--- config.mk ---
export PLATFORM = sky130hd
export DESIGN_NAME = hazard_ctrl
export DESIGN_NICKNAME = d
export VERILOG_FILES = /design/src/rtl/hazard_pkg.sv /design/src/rtl/hazard_fp_timer.sv /design/src/rtl/hazard_ctrl.sv
export SDC_FILE = /design/constraint.sdc
export NUM_CORES = 1
export LEC_CHECK = 0
export CORE_ASPECT_RATIO = 1.2
export CORE_UTILIZATION = 28
export DETAILED_ROUTE_END_ITERATION = 8
export GPL_ROUTABILITY_DRIVEN = 0
export PLACE_DENSITY = 0.67
export SLEW_MARGIN = 20
export SYNTH_ARGS = -nofsm -noshare
export SYNTH_HDL_FRONTEND = slang
export SYNTH_SLANG_ARGS = --single-unit
--- constraint.sdc ---
create_clock -name clk -period 1.6 [get_ports clk]
set_input_delay 0.16 -clock clk [delete_from_list [all_inputs] [get_ports clk]]
set_output_delay 0.16 -clock clk [all_outputs]
set_load 0.01 [all_outputs]
--- src/rtl/hazard_pkg.sv ---
// Shared types and constants for the pipeline hazard controller.
package hazard_pkg;

    typedef enum logic {
        RUN     = 1'b0,
        FP_WAIT = 1'b1
    } state_t;

    localparam int         FP_LAT_DEFAULT = 4;
    localparam logic [3:0] REG_ZERO       = 4'd0;

endpackage : hazard_pkg

--- src/rtl/hazard_fp_timer.sv ---
// Floating-point latency down-counter: loaded on FP entry, flags its final count.
module hazard_fp_timer
    import hazard_pkg::*;
#(
    parameter int FP_LAT = FP_LAT_DEFAULT
) (
    input  logic clk,
    input  logic reset,
    input  logic load,
    input  logic en,
    output logic last
);

    localparam logic [3:0] LOAD_VAL = 4'(FP_LAT - 1);

    logic [3:0] fp_cnt;

    always_ff @(posedge clk) begin
        if (!reset) begin
            fp_cnt <= 4'd0;
        end else if (load) begin
            fp_cnt <= LOAD_VAL;
        end else if (en && fp_cnt != 4'd0) begin
            fp_cnt <= fp_cnt - 4'd1;
        end
    end

    // The entry cycle already counts as one stall, so the terminal count is 1, not 0.
    assign last = (fp_cnt == 4'd1);

endmodule : hazard_fp_timer

--- src/rtl/hazard_ctrl.sv ---
// Pipeline hazard controller: branch flush, multi-cycle FP stall and load-use bubble.
//   state   | meaning
//   RUN     | normal issue; branch / FP entry / load-use decided each cycle
//   FP_WAIT | FP op in EX; pipeline frozen until the latency timer expires
module hazard_ctrl
    import hazard_pkg::*;
#(
    parameter int FP_LAT = FP_LAT_DEFAULT
) (
    input  logic        clk,
    input  logic        reset,
    input  logic [3:0]  id_rs1,
    input  logic [3:0]  id_rs2,
    input  logic        id_use_rs2,
    input  logic        ex_mem_read,
    input  logic [3:0]  ex_rd,
    input  logic        ex_fpc,
    input  logic        branch_taken,
    output logic        pc_write,
    output logic        ifid_write,
    output logic        ifid_flush,
    output logic        idex_flush,
    output logic        fp_start,
    output logic        fp_busy,
    output logic        fp_done,
    output logic [15:0] stall_count
);

    state_t state, state_nxt;
    logic   timer_load;
    logic   timer_last;
    logic   load_use;

    assign load_use = ex_mem_read && (ex_rd != REG_ZERO) &&
                      ((ex_rd == id_rs1) || (id_use_rs2 && (ex_rd == id_rs2)));

    hazard_fp_timer #(.FP_LAT(FP_LAT)) u_fp_timer (
        .clk   (clk),
        .reset (reset),
        .load  (timer_load),
        .en    (state == FP_WAIT),
        .last  (timer_last)
    );

    always_ff @(posedge clk) begin
        if (!reset) begin
            state <= RUN;
        end else begin
            state <= state_nxt;
        end
    end

    always_comb begin
        state_nxt  = state;
        pc_write   = 1'b1;
        ifid_write = 1'b1;
        ifid_flush = 1'b0;
        idex_flush = 1'b0;
        fp_start   = 1'b0;
        fp_busy    = 1'b0;
        fp_done    = 1'b0;
        timer_load = 1'b0;

        if (!reset) begin
            state_nxt  = RUN;
            pc_write   = 1'b0;
            ifid_write = 1'b0;
            ifid_flush = 1'b1;
            idex_flush = 1'b1;
        end else begin
            case (state)
                RUN: begin
                    if (branch_taken) begin
                        ifid_flush = 1'b1;
                        idex_flush = 1'b1;
                    end else if (ex_fpc) begin
                        fp_start   = 1'b1;
                        pc_write   = 1'b0;
                        ifid_write = 1'b0;
                        idex_flush = 1'b1;
                        timer_load = 1'b1;
                        state_nxt  = FP_WAIT;
                    end else if (load_use) begin
                        pc_write   = 1'b0;
                        ifid_write = 1'b0;
                        idex_flush = 1'b1;
                    end
                end
                FP_WAIT: begin
                    pc_write   = 1'b0;
                    ifid_write = 1'b0;
                    idex_flush = 1'b1;
                    fp_busy    = 1'b1;
                    if (timer_last) begin
                        fp_done   = 1'b1;
                        state_nxt = RUN;
                    end
                end
                default: state_nxt = RUN;
            endcase
        end
    end

    always_ff @(posedge clk) begin
        if (!reset) begin
            stall_count <= 16'd0;
        end else if (!pc_write && stall_count != 16'hFFFF) begin
            stall_count <= stall_count + 16'd1;
        end
    end

endmodule : hazard_ctrl

==> results.txt <==
The run finished, with violations left. The checks that failed: setup timing. The total length of routed wires is 3.54 mm. The synthesized-area fraction occupied by xor and xnor cells is 0.0867. The ratio of final minimum period to clock period came out at 1.04. Setup repair after global routing could not meet its margin everywhere. The cell area that synthesis handed to floorplanning was 1210 µm². The number of hold-slack violations in the final timing report is 0. The part of the power in the clock network came out at 0.275. Clock latency on the worst-skew pair, taken at its later pin, is 0.26 ns. The share of the Yosys chip area taken by registers is 0.347. Detailed routing inserted a total of 1419 vias. The first TritonRoute pass finished after 4 iterations. The worst-case headroom to the max-slew limit came out at 0.792. Of the cells placed in the final design, the portion with a size suffix greater than 1 is 0.404. In this run the number of H-tree levels came out at 1. The tree built by TritonCTS fans out to 21 sinks. The aggregate global routing overflow came out at 0. Of the total synthesized cell area, the portion taken by AND, OR, NAND and NOR gates is 0.270.

The final setup violation count came out at 11. The maximum VDD drop came out at 0.391 mV. The internal power of the cells totals 0.928 mW.

Of the total synthesized cell area, the portion taken by full adders, half adders and majority gates is 0.0310. The number of nets with antenna violations after detailed routing is 0. The clock tree from TritonCTS is built. Of the total power, the share spent switching nets is 0.279. Across the whole layout, storage elements account for 430 µm². The actual transition at the worst max-transition pin came out at 0.309 ns. The compound-cell area share of the yosys netlist came out at 0.206. Entering global routing, the biggest net connects 17 pins.

The critical path is of the flip-flop to flip-flop type. The buffer levels on the longest clock path came out at 2. Using the TritonRoute via totals, the vias-per-cell ratio works out to 4.83. In the post-synthesis netlist, the biggest area contributors are dfxtp_1 35%, a21oi_1 5.0%, nand3_1 5.0%.

The floorplan step set the die width to 62.1 µm. The number of port buffers is 40. The fmax is 599 MHz.

dfxtp_1 takes more of the synthesized area than any other cell. The synthesized area per cell came out at 8.08 µm². The global-route usage over all layers came out at 0.178.

The final setup skew is 0.00271 ns. The tool flagged a number of max-cap violations equal to 0. The number of buffers created by CTS came out at 3. The worst setup path is launched from a flip-flop.

For this run, asynchronously set or reset flops after synthesis account for 0. STA puts the critical path data required time at 1.79 ns. Of the total power, registers draw 0.438. The count of state elements after synthesis is 21. The count of routing violations after the opening detailed-route iteration came out at 65. The placeable core area came out at 4040 µm². The total inserted antenna cells is 0. The final setup slack of the worst path came out at -0.0690 ns.

The relative contribution of combinational cells to total power came out at 0.287. The worst setup path is captured at a flip-flop. The min-delay analysis places its worst path in the category primary input to flip-flop. The multiplexer area fraction after synthesis is 0.00826. The post-synthesis net count came out at 171. The first-pass GRT wire length is 6.18 mm. The initial antenna violation count is 0. The synthesized instance count is 150.

The switching power came out at 0.359 mW. The max-slew violation total from the final report is 0. After layout, the design draws a total of 1.29 mW. The total DRC errors in the routed layout is 0. The number of synthesized flops with an enable pin came out at 0. The share of Yosys cell area claimed by the top area cell type came out at 0.347. The die height is 74.1 µm. The clock transition time at the flip-flop clock pins of the worst setup and hold paths is 0.08 ns. The initial utilization of the core area, before any placement, comes to 0.300.

The largest family of logic cells by synthesized area is simple AND/OR/NAND/NOR gates. The instance count after placement with tap cells included came out at 283. The signed area change from the synthesized netlist to the final layout came out at 86.1%. The worst path arrival time came out at 1.86 ns. Timing analysis after detailed placement gives a worst setup slack of -0.675 ns. The I/O pin total is 41. For this design the ratio of total power to cell area is 571 nW/µm². The filler cell count came out at 375. Along the worst path, the maximum fanout reaches 8. The count of yosys warnings during synthesis came out at 0. The sum of net half-perimeters after detailed placement is 2.58 mm. The shortest period the worst path allows came out at 1.67 ns. The area of the die came out at 4600 µm². The distinct cell type count after synthesis is 36. The leakage power figure is 0.894 nW.

In the synthesized netlist the dominant register cell turns out to be dfxtp_1. The number of global-route vias before repair came out at 1455. The number of nets in the finished design is 262. Summing all multi-input logic gate instances after layout gives 888 µm². The master cell of the clock root buffer is clkbuf_8. The final standard cell utilization of the core is 0.559. The row count came out at 25. The final standard cell count with taps included and fillers excluded is 294. In the final routed layout, each cell accounts on average for 12.0 µm.
power by group through the flow:
stage	sequential (mW)	combinational, mW	clock, mW
2_1_floorplan	0.583	0.144	0
6_report	0.564	0.369	0.354
3_3_place_gp	0.576	0.317	0
4_1_cts	0.564	0.351	0.361
3_5_place_dp	0.576	0.322	0
5_1_grt	0.567	0.406	0.382
final timing paths:
path              cells after the start                   end                 start  slack (ns)
setup / recovery                      6       stall_count[15]        stall_count[2]       -0.07
hold / removal                        3        stall_count[9]                 reset        0.48
setup reg to reg                      6       stall_count[15]        stall_count[2]       -0.07
hold reg to reg                       2  u_fp_timer.fp_cnt[3]  u_fp_timer.fp_cnt[3]        0.53
critical path, cell delays in order (launching register included):
cell     delay (ns)
dfxtp_2        0.32
and3_4         0.18
and3_4         0.17
a22oi_2        0.16
o21ai_4        0.13
or4_1          0.51
a21oi_1        0.13
cells in the mapped netlist (all sizes together) (2+ instances only):
library cell   n
nor4           4
o31ai          4
inv            6
xor2           6
dfxtp         21
ha             3
and3           3
a21oi         12
o21bai         2
nor2          14
xnor2          6
nand4          2
nand3         12
or3            8
buf            3
or4            4
and2           3
clkbuf         2
nand2         13
o21ai          9
o21a           2
logic make-up (layout without fill, tap and decap cells):
family,count (synthesis),count (layout)
mux,1,1
flops,21,21
compound gates,37,37
fa+ha+maj,3,3
simple gates,64,64
buf+inv,12,102
xor+xnor,12,12
metal layers:
| layer | routed length (µm) | GRT usage |
|---|---|---|
| met4 | 55 | 0.0642 |
| met5 | 0 | 0 |
| met1 | 1580 | 0.214 |
| met2 | 1820 | 0.317 |
| met3 | 81 | 0.0209 |
stage by stage:
| step | instance area (µm²) | TNS, ns | hold WS (ns) |
|---|---|---|---|
| 5_1_grt | 2260 | -1.53 | 0.488 |
| 4_1_cts | 2170 | -0.361 | 0.470 |
| 2_1_floorplan | 1260 | -0.156 | 0.315 |
| 3_3_place_gp | 2030 | -11.29 | 0.515 |
| 6_report | 2260 | -0.398 | 0.476 |
| 3_5_place_dp | 2030 | -11.45 | 0.515 |
layout by cell type, fill, tap and decap left out, types with 7 or more instances in the layout:
| cell | n |
|---|---|
| dlygate4sd2_1 | 9 |
| nand2_1 | 13 |
| a21oi_1 | 11 |
| buf_4 | 42 |
| dfxtp_1 | 13 |
| buf_6 | 10 |
| dfxtp_2 | 8 |
| clkdlybuf4s50_1 | 19 |
| nor2_1 | 10 |
| nand3_1 | 9 |
| o21ai_0 | 7 |
registers in the layout, indices dropped and copies added (netlist names):
register           cells
u_fp_timer.fp_cnt      4
stall_count           16
state                  1
cell type report:
type	instances	share of cell area
timing repair buffer	91	0.353
clock buffer	4	0.0200
tap	54	0.0300
sequential	21	0.191
multi-input combinational	117	0.394
inverter	7	0.0122
timing repair:
action,4_1_cts,5_1_grt
pin swaps,30,8
gates resized for setup,71,21
hold buffers,0,0
setup buffers,5,2
endpoints found under the hold margin,0,0
cloned,0,0
setup endpoints to repair,23,17
Power figures use the tool's default switching activity.
